--- config.mk ---
export PLATFORM = sky130hd
export DESIGN_NAME = i2c_slave_target
export DESIGN_NICKNAME = d
export VERILOG_FILES = /design/src/rtl/i2c_slave_target.sv
export SDC_FILE = /design/constraint.sdc
export NUM_CORES = 1
export LEC_CHECK = 0
export BUFFER_PORTS_ARGS = -buffer_cell sky130_fd_sc_hd__buf_2
export CAP_MARGIN = 20
export CORE_MARGIN = 8
export CORE_UTILIZATION = 50
export CTS_BUF_LIST = sky130_fd_sc_hd__clkbuf_4 sky130_fd_sc_hd__clkbuf_8
export DETAILED_ROUTE_END_ITERATION = 10
export HOLD_SLACK_MARGIN = 0.08
export PLACE_DENSITY = 0.71
export SYNTH_ARGS = -nofsm -noshare
export SYNTH_HDL_FRONTEND = slang
export SYNTH_SLANG_ARGS = --single-unit
export TNS_END_PERCENT = 30
--- constraint.sdc ---
create_clock -name clk -period 5.5 [get_ports clk]
set_input_delay 0.275 -clock clk [delete_from_list [all_inputs] [get_ports clk]]
set_output_delay 0.275 -clock clk [all_outputs]
set_load 0.005 [all_outputs]
--- src/rtl/i2c_slave_target.sv ---
// I2C slave target: oversampled sclk/sda, START/STOP detect, 7-bit address
// match, byte receive on writes and byte transmit on reads.
module i2c_slave_target #(
    parameter logic [6:0] SLAVE_ADDR  = 7'h2A,
    parameter int         SYNC_STAGES = 2
) (
    input  logic       clk,
    input  logic       rst,
    input  logic       sclk,
    input  logic       sda_in,
    output logic       sda_out,
    input  logic [7:0] data_in,
    output logic       tx_load,
    output logic [7:0] data_out,
    output logic       rx_valid,
    output logic       busy,
    output logic [2:0] state
);
    typedef enum logic [2:0] {
        IDLE     = 3'd0,
        ADDR     = 3'd1,
        ADDR_ACK = 3'd2,
        RX       = 3'd3,
        TX       = 3'd4,
        RX_ACK   = 3'd5,
        MACK     = 3'd6,
        IGNORE   = 3'd7
    } state_t;

    logic [SYNC_STAGES-1:0] r_scl_sync, r_sda_sync;
    logic                   r_scl_d, r_sda_d;
    logic                   w_scl, w_sda;
    logic                   w_scl_rise, w_scl_fall, w_sda_rise, w_sda_fall;
    logic                   w_start, w_stop;

    state_t     r_state, w_state;
    logic [2:0] r_bitcnt, w_bitcnt;
    logic [7:0] r_shift, w_shift;
    logic       r_rw, w_rw;
    // second-half flag for ACK slots: 0 = not yet driven/sampled, 1 = done
    logic       r_phase, w_phase;
    logic       r_sda_out, w_sda_out;
    logic [7:0] r_data_out, w_data_out;
    logic       r_rx_valid, w_rx_valid;
    logic       r_tx_load, w_tx_load;
    logic       r_busy, w_busy;

    assign w_scl      = r_scl_sync[SYNC_STAGES-1];
    assign w_sda      = r_sda_sync[SYNC_STAGES-1];
    assign w_scl_rise = w_scl & ~r_scl_d;
    assign w_scl_fall = ~w_scl & r_scl_d;
    assign w_sda_rise = w_sda & ~r_sda_d;
    assign w_sda_fall = ~w_sda & r_sda_d;
    assign w_start    = w_sda_fall & w_scl;
    assign w_stop     = w_sda_rise & w_scl;

    // Input synchronisers and one-cycle-delayed copies for edge detection
    always_ff @(posedge clk or negedge rst) begin
        if (!rst) begin
            r_scl_sync <= '1;
            r_sda_sync <= '1;
            r_scl_d    <= 1'b1;
            r_sda_d    <= 1'b1;
        end else begin
            r_scl_sync <= {r_scl_sync[SYNC_STAGES-2:0], sclk};
            r_sda_sync <= {r_sda_sync[SYNC_STAGES-2:0], sda_in};
            r_scl_d    <= w_scl;
            r_sda_d    <= w_sda;
        end
    end

    // FSM and datapath state register
    always_ff @(posedge clk or negedge rst) begin
        if (!rst) begin
            r_state    <= IDLE;
            r_bitcnt   <= 3'd0;
            r_shift    <= 8'h00;
            r_rw       <= 1'b0;
            r_phase    <= 1'b0;
            r_sda_out  <= 1'b1;
            r_data_out <= 8'h00;
            r_rx_valid <= 1'b0;
            r_tx_load  <= 1'b0;
            r_busy     <= 1'b0;
        end else begin
            r_state    <= w_state;
            r_bitcnt   <= w_bitcnt;
            r_shift    <= w_shift;
            r_rw       <= w_rw;
            r_phase    <= w_phase;
            r_sda_out  <= w_sda_out;
            r_data_out <= w_data_out;
            r_rx_valid <= w_rx_valid;
            r_tx_load  <= w_tx_load;
            r_busy     <= w_busy;
        end
    end

    // Next-state logic: sample on scl_rise, drive on scl_fall, START/STOP override
    always_comb begin
        w_state    = r_state;
        w_bitcnt   = r_bitcnt;
        w_shift    = r_shift;
        w_rw       = r_rw;
        w_phase    = r_phase;
        w_sda_out  = r_sda_out;
        w_data_out = r_data_out;
        w_rx_valid = 1'b0;
        w_tx_load  = 1'b0;
        w_busy     = r_busy;
        case (r_state)
            IDLE: w_sda_out = 1'b1;
            ADDR: if (w_scl_rise) begin
                w_shift  = {r_shift[6:0], w_sda};
                w_bitcnt = r_bitcnt + 3'd1;
                if (r_bitcnt == 3'd7) begin
                    if (r_shift[6:0] == SLAVE_ADDR) begin
                        w_state = ADDR_ACK;
                        w_rw    = w_sda;
                        w_phase = 1'b0;
                    end else begin
                        w_state = IGNORE;
                    end
                end
            end
            ADDR_ACK: if (w_scl_fall) begin
                if (!r_phase) begin
                    w_sda_out = 1'b0;
                    w_phase   = 1'b1;
                end else if (!r_rw) begin
                    w_state   = RX;
                    w_sda_out = 1'b1;
                    w_bitcnt  = 3'd0;
                end else begin
                    // bit7 goes out in the load cycle, the rest follow from the shifter
                    w_state   = TX;
                    w_shift   = {data_in[6:0], 1'b0};
                    w_sda_out = data_in[7];
                    w_tx_load = 1'b1;
                    w_bitcnt  = 3'd0;
                end
            end
            RX: if (w_scl_rise) begin
                w_shift  = {r_shift[6:0], w_sda};
                w_bitcnt = r_bitcnt + 3'd1;
                if (r_bitcnt == 3'd7) begin
                    w_data_out = {r_shift[6:0], w_sda};
                    w_rx_valid = 1'b1;
                    w_state    = RX_ACK;
                    w_phase    = 1'b0;
                end
            end
            RX_ACK: if (w_scl_fall) begin
                if (!r_phase) begin
                    w_sda_out = 1'b0;
                    w_phase   = 1'b1;
                end else begin
                    w_sda_out = 1'b1;
                    w_state   = RX;
                    w_bitcnt  = 3'd0;
                end
            end
            TX: if (w_scl_fall) begin
                // bitcnt counts bits driven after bit7; 7 means bit0 is on the bus
                if (r_bitcnt == 3'd7) begin
                    w_sda_out = 1'b1;
                    w_state   = MACK;
                    w_phase   = 1'b0;
                end else begin
                    w_sda_out = r_shift[7];
                    w_shift   = {r_shift[6:0], 1'b0};
                    w_bitcnt  = r_bitcnt + 3'd1;
                end
            end
            MACK: begin
                if (w_scl_rise) begin
                    if (w_sda) w_state = IGNORE;
                    else       w_phase = 1'b1;
                end else if (w_scl_fall && r_phase) begin
                    w_state   = TX;
                    w_shift   = {data_in[6:0], 1'b0};
                    w_sda_out = data_in[7];
                    w_tx_load = 1'b1;
                    w_bitcnt  = 3'd0;
                end
            end
            IGNORE: w_sda_out = 1'b1;
            default: w_state = IDLE;
        endcase
        if (w_start) begin
            // any scl-edge action in this cycle is cancelled
            w_state    = ADDR;
            w_busy     = 1'b1;
            w_bitcnt   = 3'd0;
            w_shift    = r_shift;
            w_sda_out  = 1'b1;
            w_data_out = r_data_out;
            w_rx_valid = 1'b0;
            w_tx_load  = 1'b0;
        end else if (w_stop) begin
            // a byte completing in the same cycle is still delivered
            w_state   = IDLE;
            w_busy    = 1'b0;
            w_sda_out = 1'b1;
            w_tx_load = 1'b0;
        end
    end

    assign sda_out  = r_sda_out;
    assign data_out = r_data_out;
    assign rx_valid = r_rx_valid;
    assign tx_load  = r_tx_load;
    assign busy     = r_busy;
    assign state    = r_state;
endmodule

# --- Yosys cells after proc, flatten, opt, wreduce, memory -nomap -nowiden ---
# Cells that the tools add are included.
word_totals:
  inputBits: 12
  mem_bits_rw: 0
  latch_bits: 0
  n_memories: 0
  register_bits: 34
  word_cells: 161
  out_inout_bits: 15
  mem_bits_ro: 0
classes:
  eq_ne: 45
  div: 0
  n_mul: 0
  n_shift: 0
  reduce_logical: 18
  add_sub_neg: 1
  mux: 72
  order_cmp: 0
  bitwise: 11
ops:
  columns: ["operator", "count"]
  rows:
  - ["$mux W3", 25]
  - ["$mux W8", 8]
  - ["$ne A4 B4 Y1 const B", 12]
  - ["$mux W1", 33]
  - ["$pmux W8 S4", 1]
  - ["$ne A2 B2 Y1 const B", 13]
  - ["$pmux W3 S6", 1]
  - ["$eq A3 B3 Y1 const B", 5]
  - ["$reduce_and A13 Y1", 1]
  - ["$ne A3 B3 Y1 const B", 4]
  - ["$pmux W3 S4", 1]
  - ["$ne A5 B5 Y1 const B", 2]
  - ["$pmux W1 S5", 2]
  - ["$reduce_and A10 Y1", 1]
  - ["$reduce_bool A5 Y1", 2]
  - ["$ne A3 B1 Y1 const B", 3]
  - ["$reduce_and A9 Y1", 1]
  - ["$reduce_and A4 Y1", 2]
  - ["$reduce_and A8 Y1", 1]
  - ["$reduce_bool A8 Y1", 1]
  - ["$eq A7 B6 Y1 const B", 1]
  - ["$reduce_bool A7 Y1", 1]
  - ["$and A1 B1 Y1", 6]
  - ["$eq A3 B2 Y1 const B", 2]
  - ["other kinds (11)", 18]

# --- Longest topological paths before layout ---
# Gate-level depths: netlist (run 1).
depth:
  ltp_word: 8
  mapped_depth: 7
  mapped_depth_nobuf: 7

# --- Worst setup path after synthesis (run 1) ---
# Ideal clock, no wire load.
synth_timing:
  path_kind: "reg2reg"
  start: "register r_scl_sync[1]"
  end: "register r_state[1] (netlist: state[1])"
  setup_slack_ns: 3.467
  path_stages_with_launch: 7
  period_less_slack_ns: 2.033
  n_path_buf: 1
  arrival_time_ns: 1.908
  setup_time_ns: 0.125
  required_time_ns: 5.375
  path_cell_list: "dfstp_2 -> buf_2 -> or4b_4 -> nor4_4 -> a21oi_2 -> a31o_4 -> mux2_4"
synth_between:
  elab_chain_cells: 5
  word_cells_on_any_way: 24
  classes_between: "eq/ne: 12; mux: 4; bitwise: 5; reduce/logical: 3"
synth_lines:
  columns: ["element", "line", "text"]
  rows:
  - ["from (decl)", "30", "logic [SYNC_STAGES-1:0] r_scl_sync, r_sda_sync;"]
  - ["from (signal assigned)", "65", "r_scl_sync <= {r_scl_sync[SYNC_STAGES-2:0], sclk};"]
  - ["$and A1 B1 Y1 or $not A1 Y1 (tied branches)", "50, 51", null]
  - ["$mux W3 or $and A1 B1 Y1 (tied branches)", "176, 51", null]
  - ["$pmux W3 S6 or $logic_and A1 B1 Y1 (tied branches)", "111, 179", null]
  - ["$mux W3 or $ne A5 B5 Y1 (tied branches)", null, null]
  - ["$mux W3 or $reduce_and A13 Y1 (tied branches)", null, null]
  - ["to (signal assigned)", "86", "r_state <= w_state;"]
  - ["to (decl)", "36", "state_t r_state, w_state;"]
# Parallel ways exist; a longest one is shown, timed or not.
# A chain may end at the register's enable or synchronous reset.

# --- Worst setup path after layout (run 1) ---
layout_timing:
  start: "register r_state[2] (netlist: state[2])"
  end: "register r_shift[4]"
layout_between:
  elab_chain_cells: 4
  word_cells_on_any_way: 17
  classes_between: "eq/ne: 13; mux: 1; reduce/logical: 3"
layout_lines:
  columns: ["element", "line", "text"]
  rows:
  - ["$eq A3 B2 Y1 or $eq A3 B1 Y1 (tied branches)", "111", "case (r_state)"]
  - ["$reduce_or A2 Y1 (no line)", null, null]
  - ["$ne A2 B1 Y1 (no line) or $reduce_bool A4 Y1 (tied branches)", null, null]
  - ["$reduce_and A10 Y1 (no line)", null, null]
  - ["to (signal assigned)", "88", "r_shift <= w_shift;"]
  - ["to (decl)", "38", "logic [7:0] r_shift, w_shift;"]
# Parallel ways exist; a longest one is shown, timed or not.

==> impl_metrics.sql, run 1 <==
INSERT INTO impl_metrics (metric_group, metric, value, unit) VALUES
('synthesis', 'synth_sequential_area_ratio', '0.448', ''),
('route', 'met3_wirelength', '249', 'um'),
('grt', 'pin_count_of_the_biggest_net_entering_global_routing', '35', ''),
('synthesis', 'synth-edff-count', '0', ''),
('power', 'power', '1.11', 'mW'),
('route', 'drtAntennaViolNets', '0', ''),
('route', 'detail_route.drc_violations', '0', ''),
('clocking', 'post_cts_resized', '0', ''),
('route', 'initialDrtViolationCount', '123', ''),
('clocking', 'clock_tree.buffer_depth', '2', ''),
('hold_path', 'hold_path_end', 'r_shift[1]', ''),
('timing', 'slew_hr', '0.514', ''),
('route', 'avgRoutedWirePerCell', '16.4', 'um'),
('timing', 'timing.final.setup_violations', '0', ''),
('layout', 'drive_above_1_share', '0.341', ''),
('floorplan', 'floorplan.io_pins', '27', ''),
('route', 'met2RoutedLength', '2030', 'um'),
('clocking', 'worst_setup_hold_path_clk_slew', '70', 'ps'),
('power', 'power.density_cell_area', '508', 'nW/um2'),
('worst_setup_path', 'worst_setup_path_end_kind', 'flop', ''),
('worst_setup_path', 'required', '5680', 'ps'),
('worst_setup_path', 'timing.critical_path.slowest_stage_cell', 'sky130_fd_sc_hd__dfrtp_1', ''),
('layout', 'layout.cells.most_common_list', 'sky130_fd_sc_hd__dfrtp_1, sky130_fd_sc_hd__buf_2, sky130_fd_sc_hd__mux2_2', ''),
('timing', 'worst-slew-pin-transition', '730', 'ps'),
('power', 'leakage', '1.01', 'nW'),
('route', 'vias_per_cell', '5.73', ''),
('clocking', 'clock-sinks', '34', ''),
('hold_path', 'whs_path_depth', '3', ''),
('clocking', 'cts-buffers-inserted', '5', ''),
('grt', 'grt_pass1_wl', '7460', 'um'),
('grt', 'first_global_vias', '1496', ''),
('layout', 'antennaDiodeCount', '0', ''),
('timing', 'final_setup_tns', '0', 'ps'),
('synthesis', 'syn-num-nets', '196', ''),
('power', 'ir_worst_vdd', '0.277', 'mV'),
('clocking', 'tritoncts', 'built', ''),
('floorplan', 'die_w', '77.9', 'um'),
('worst_setup_path', 'setup.worst_path.class', 'flop to flop', ''),
('layout', 'final_net_count', '225', ''),
('timing', 'timing.final.crit_period', '2480', 'ps'),
('grt', 'grt.overflow.total', '0', ''),
('clocking', 'clock_tree.htree_level_count', '2', ''),
('route', 'detailedRoute.firstPassIterationCount', '4', ''),
('synthesis', 'ffs_latches_synth', '34', ''),
('placed_design', 'finalWeightedCongestion', '0.876', ''),
('worst_setup_path', 'critical_path_arrival', '2660', 'ps'),
('worst_setup_path', 'critPathMaxFanout', '25', ''),
('run_status', 'run_status', 'completed', ''),
('run', 'max_cap_viols', '0', ''),
('floorplan', 'die_ar', '6070', 'um2'),
('worst_setup_path', 'r2r.worst_path.cells', '5', ''),
('hold_path', 'hold_path.class', 'input port to flop', ''),
('layout', 'layout.cells.most_common', 'sky130_fd_sc_hd__dfrtp_1', ''),
('placed_design', 'dp_hpwl', '3150', 'um'),
('floorplan', 'die_h', '77.9', 'um'),
('worst_setup_path', 'crit_path_max_incr_delay', '760', 'ps'),
('synthesis', 'syn_inst_count', '181', ''),
('layout', 'synthesis_to_layout_area_growth', '14.4', '%'),
('timing', 'timing.final.hold_violations', '0', ''),
('route', 'drt_wl_total', '4250', 'um'),
('synthesis', 'synth_flop_cell', 'sky130_fd_sc_hd__dfrtp_1', ''),
('worst_setup_path', 'r2r-end', 'r_shift[4]', ''),
('timing', 'rsz0062_at_grt', 'false', ''),
('worst_setup_path', 'worstPathCellList', 'inv_1, o21ai_0, a21oi_1, nor4_4, mux2_2', ''),
('worst_setup_path', 'rr_startpoint', 'state[2]', ''),
('grt', 'antenna_found_initial', '0', ''),
('synthesis', 'yosys.cell_types.count', '50', ''),
('route', 'vias', '1484', ''),
('route', 'top_signal_layer_used', 'met4', ''),
('synthesis', 'syn-mean-instance-area', '10.6', 'um2'),
('timing', 'max_freq', '403', 'MHz');
==> layout make-up <==
class	count	area, um2
sequential	34	860
multi-input combinational	130	983
inverter	10	37.5
clock inverter	2	15.0
tap	48	60.1
timing repair buffer	29	160
clock buffer	6	76.3
fill	310	1470
==> cells in the mapped netlist, types with 3 or more instances <==
| cell type | number | area share |
|---|---|---|
| sky130_fd_sc_hd__nor3_1 | 4 | 0.010 |
| sky130_fd_sc_hd__dfstp_2 | 7 | 0.096 |
| sky130_fd_sc_hd__nand2b_1 | 5 | 0.016 |
| sky130_fd_sc_hd__dfrtp_1 | 27 | 0.35 |
| sky130_fd_sc_hd__inv_1 | 10 | 0.020 |
| sky130_fd_sc_hd__a21oi_1 | 9 | 0.023 |
| sky130_fd_sc_hd__mux2i_1 | 6 | 0.031 |
| sky130_fd_sc_hd__o21ai_0 | 13 | 0.034 |
| sky130_fd_sc_hd__nor2_1 | 10 | 0.020 |
| sky130_fd_sc_hd__clkbuf_1 | 3 | 0.0059 |
| sky130_fd_sc_hd__nand2_1 | 13 | 0.025 |
| sky130_fd_sc_hd__ha_1 | 3 | 0.020 |
| sky130_fd_sc_hd__mux2_2 | 22 | 0.13 |
| sky130_fd_sc_hd__nand3_1 | 6 | 0.016 |
==> where the power goes <==
part           switching, mW  total (mW)  internal (mW)
combinational          0.244       0.504          0.260
clock                 0.0921       0.186         0.0940
sequential             0.107       0.424          0.317
total                  0.444        1.11          0.671
==> metrics by stage <==
stage                     worst slack (ps)  cells  cell area, um2   util  hold slack (ps)
after floorplan                       3470    181            1920      -            -20.6
after global placement                3080    248            2070  0.566              346
after detailed placement              3050    248            2070  0.566              349
after CTS                             3010    258            2180  0.596             82.1
after global routing                  2830    259            2190  0.599              346
final                                 3020    259            2190  0.599              339
==> sequential cells by signal (all words and copies together), names as in the netlist <==
name and cells:
r_rw 1, r_phase 1, r_scl_sync 2, r_scl_d 1
rx_valid 1, data_out 8, state 3, busy 1
r_sda_sync 2, r_bitcnt 3, r_shift 8, tx_load 1
sda_out 1, r_sda_d 1
==> worst max-delay path, delay by kind of cell, from the launching register on <==
kind / cells / cell delay, ps
multiplexers: 1 / 400
buffers and inverters: 1 / 320
flip-flops: 1 / 760
AO/OA/AOI/OAI: 2 / 360
AND/OR/NAND/NOR: 1 / 520
==> how the worst max path moves through the flow <==
stage,start,endpoint,slack (ps),depth (start not counted)
after CTS,state[2],r_shift[4],3010,5
after global routing,state[2],r_shift[7],2830,5
final,state[2],r_shift[4],3020,5
after floorplan,r_scl_sync[1],state[1],3470,6
after detailed placement,state[2],r_shift[4],3050,5
after global placement,state[2],r_shift[5],3080,5
==> routing by layer <==
layer / track usage / up-vias
li1: - / 719
met5: 0 / -
met3: 0.0449 / 8
met2: 0.251 / 42
met4: 0.0444 / 0
met1: 0.184 / 715
==> cells by family after synthesis <==
logic type      Yosys count  share of synthesized area
simple gates             56                      0.173
compound gates           41                      0.148
flops                    34                      0.448
mux                      29                      0.168
buf+inv                  17                     0.0385
fa+ha+maj                 3                     0.0196
xor+xnor                  1                    0.00457
==> repair_timing <==
item,in CTS,in global routing
hold endpoints to repair,28,1
buffers inserted,0,0
hold buffers,2,1
Note: power is estimated with default switching activity, not from simulation.
==> inputs of run 2 (changes only) <==
- clock period: 5.5 -> 2.35 ns (I/O delays scaled with it)
==> run 2 against run 1 <==
  * Sequential power increased by 120%
  * Critical path depth decreased by 1
  * Maximum frequency increased by 20%
  * Cell count increased by 3.1%
  * Non-clock buffer count increased by 8
  * Setup slack got worse by 2700 ps
  * Routed wire length increased by 2.8%
  * Die area unchanged
  * Via count increased by 4.3%
  * Critical path type unchanged
  * Largest cell class unchanged
==> impl_metrics.sql, run 2 (synthesized netlist as in run 1, its figures left out) <==
INSERT INTO impl_metrics (metric_group, metric, value, unit) VALUES
('worst_setup_path', 'worst_setup_path_end_kind', 'flop', ''),
('worst_setup_path', 'crit_family', 'simple AND/OR/NAND/NOR gates', ''),
('timing', 'period_share', '0.878', ''),
('layout', 'final.fill_count', '295', ''),
('worst_setup_path', 'count_of_buffering_cells_on_the_critical_path_with_inverters_included', '0', ''),
('placed_design', 'dp_hpwl', '3160', 'um'),
('route', 'initialDrtViolationCount', '244', ''),
('floorplan', 'die_w', '77.9', 'um'),
('route', 'vias_per_cell', '5.80', ''),
('timing', 'max_freq', '485', 'MHz'),
('power', 'ir_worst_vdd', '0.583', 'mV'),
('timing', 'setup_slack_of_the_critical_path_after_layout', '287', 'ps'),
('timing', 'worst-slew-pin-transition', '751', 'ps'),
('placed_design', 'dpl_worst_slack', '263', 'ps'),
('timing', 'timing.final.setup_violations', '0', ''),
('worst_setup_path', 'r2r.worst_path.cells', '4', ''),
('worst_setup_path', 'setup.worst_path.class', 'flop to flop', ''),
('route', 'vias', '1548', ''),
('timing', 'rsz0062_at_grt', 'false', ''),
('placed_design', 'finalWeightedCongestion', '0.936', ''),
('floorplan', 'initial_utilization', '0.524', ''),
('timing', 'slew_hr', '0.499', ''),
('timing', 'finalClockSkew', '4.58', 'ps'),
('layout', 'drive_above_1_share', '0.365', ''),
('clocking', 'clock_tree.root_cell', 'sky130_fd_sc_hd__clkbuf_8', ''),
('route', 'detail_route.drc_violations', '0', ''),
('floorplan', 'die_h', '77.9', 'um'),
('worst_setup_path', 'worstPathCellList', 'nor2b_1, nand3_1, nor2_2, mux2_2', ''),
('worst_setup_path', 'timing.critical_path.slowest_stage_cell', 'sky130_fd_sc_hd__nor2b_1', ''),
('grt', 'global_route.usage.total', '0.148', ''),
('clocking', 'clock_tree.buffer_depth', '2', ''),
('clocking', 'post_cts_resized', '0', ''),
('layout', 'layout.cells.most_common_list', 'sky130_fd_sc_hd__dfrtp_1, sky130_fd_sc_hd__buf_2, sky130_fd_sc_hd__mux2_2', ''),
('grt', 'grt.overflow.total', '0', ''),
('timing', 'finalMaxSlewViolations', '0', ''),
('layout', 'final_net_count', '233', ''),
('floorplan', 'placement_rows', '22', ''),
('clocking', 'worst_setup_hold_path_clk_slew', '80', 'ps'),
('worst_setup_path', 'start_kind', 'flop', ''),
('hold_path', 'whs_path_depth', '3', ''),
('route', 'avgRoutedWirePerCell', '16.4', 'um'),
('hold_path', 'hold_path.class', 'input port to flop', ''),
('worst_setup_path', 'crit_path_max_incr_delay', '480', 'ps'),
('timing', 'timing.final.crit_period', '2060', 'ps'),
('worst_setup_path', 'required', '2520', 'ps'),
('grt', 'antenna_found_initial', '0', ''),
('power', 'power.density_cell_area', '1220', 'nW/um2'),
('grt', 'first_global_vias', '1556', ''),
('layout', 'synthesis_to_layout_area_growth', '17.9', '%'),
('worst_setup_path', 'critical_path_cell_count', '4', ''),
('clocking', 'cts-buffers-inserted', '5', ''),
('route', 'detailedRoute.firstPassIterationCount', '4', ''),
('worst_setup_path', 'r2r-end', 'data_out[2]', ''),
('hold_path', 'hold_path_end', 'r_shift[1]', ''),
('grt', 'grt_pass1_wl', '7290', 'um'),
('placed_design', 'port_buffers', '26', ''),
('clocking', 'clock_tree.htree_level_count', '2', ''),
('timing', 'final_setup_tns', '0', 'ps'),
('power', 'power', '2.76', 'mW'),
('worst_setup_path', 'worst-r2r-setup-slack', '290', 'ps'),
('worst_setup_path', 'rr_startpoint', 'state[0]', ''),
('worst_setup_path', 'critical_path_arrival', '2230', 'ps'),
('layout', 'layout.cells.most_common', 'sky130_fd_sc_hd__dfrtp_1', ''),
('clocking', 'clk-insertion-delay-late', '290', 'ps'),
('run_status', 'run_status', 'completed', ''),
('layout', 'finalCoreUtilization', '0.617', ''),
('hold_path', 'min-delay-start', 'data_in[0]', ''),
('grt', 'pin_count_of_the_biggest_net_entering_global_routing', '35', ''),
('layout', 'antennaDiodeCount', '0', ''),
('worst_setup_path', 'critPathMaxFanout', '9', ''),
('run', 'max_cap_viols', '0', ''),
('route', 'drtAntennaViolNets', '0', ''),
('timing', 'timing.final.hold_violations', '0', ''),
('clocking', 'clock-sinks', '34', ''),
('floorplan', 'floorplan.io_pins', '27', ''),
('floorplan', 'die_ar', '6070', 'um2'),
('floorplan', 'coreArea', '3660', 'um2'),
('route', 'drt_wl_total', '4370', 'um'),
('power', 'leakage', '1.05', 'nW'),
('clocking', 'tritoncts', 'built', '');
## run 2: changes by cell type in the layout (fill, tap and decap cells not counted), sizes merged
cell | previous run | this run
clkinvlp | 2 | 1
inv | 10 | 11
buf | 26 | 34
## run 2: worst min-delay path, cell delays in order
cell and delay (ps):
sky130_fd_sc_hd__buf_2 70, sky130_fd_sc_hd__mux2_2 120, sky130_fd_sc_hd__mux2_2 130
## run 2: cell type report
type / instances / area (um2) / area share
clock buffer: 6 / 82.6 / 0.0365
clock inverter: 2 / 16.3 / 0.00720
inverter: 10 / 37.5 / 0.0166
multi-input combinational: 130 / 983 / 0.435
sequential: 34 / 860 / 0.380
tap: 48 / 60.1 / 0.0266
timing repair buffer: 37 / 220 / 0.0975
## run 2: where the power goes
| group | internal, mW | leakage [nW] | switching [mW] |
|---|---|---|---|
| sequential | 0.743 | 0.421 | 0.169 |
| combinational | 0.694 | 0.583 | 0.686 |
| clock | 0.241 | 0.0478 | 0.228 |
## run 2: how the worst max path moves through the flow
| stage | to | from | slack, ps |
|---|---|---|---|
| after detailed placement | data_out[6] | state[0] | 260 |
| after global routing | data_out[1] | state[0] | 130 |
| after CTS | data_out[1] | state[0] | 250 |
| final | data_out[2] | state[0] | 290 |
| after floorplan | state[1] | r_scl_sync[1] | 320 |
| after global placement | data_out[6] | state[0] | 260 |
## run 2: timing repair
| item | CTS | global route |
|---|---|---|
| hold buffers | 3 | 0 |
| setup buffers | 0 | 0 |
| hold endpoints to repair | 29 | 0 |
## run 2: per-layer routing
layer / track usage / part of all wire / up-vias
li1: - / - / 731
met1: 0.175 / 0.44 / 741
met2: 0.238 / 0.47 / 61
met3: 0.0380 / 0.061 / 15
met4: 0.0833 / 0.033 / 0
met5: 0 / 0 / -
## run 2: stage by stage
stage | hold slack, ps | instances | instance area, um2
floorplan | -178 | 181 | 1920
global placement | 211 | 256 | 2130
detailed placement | 229 | 256 | 2130
CTS | 180 | 267 | 2260
global route | 193 | 267 | 2260
finish | 190 | 267 | 2260
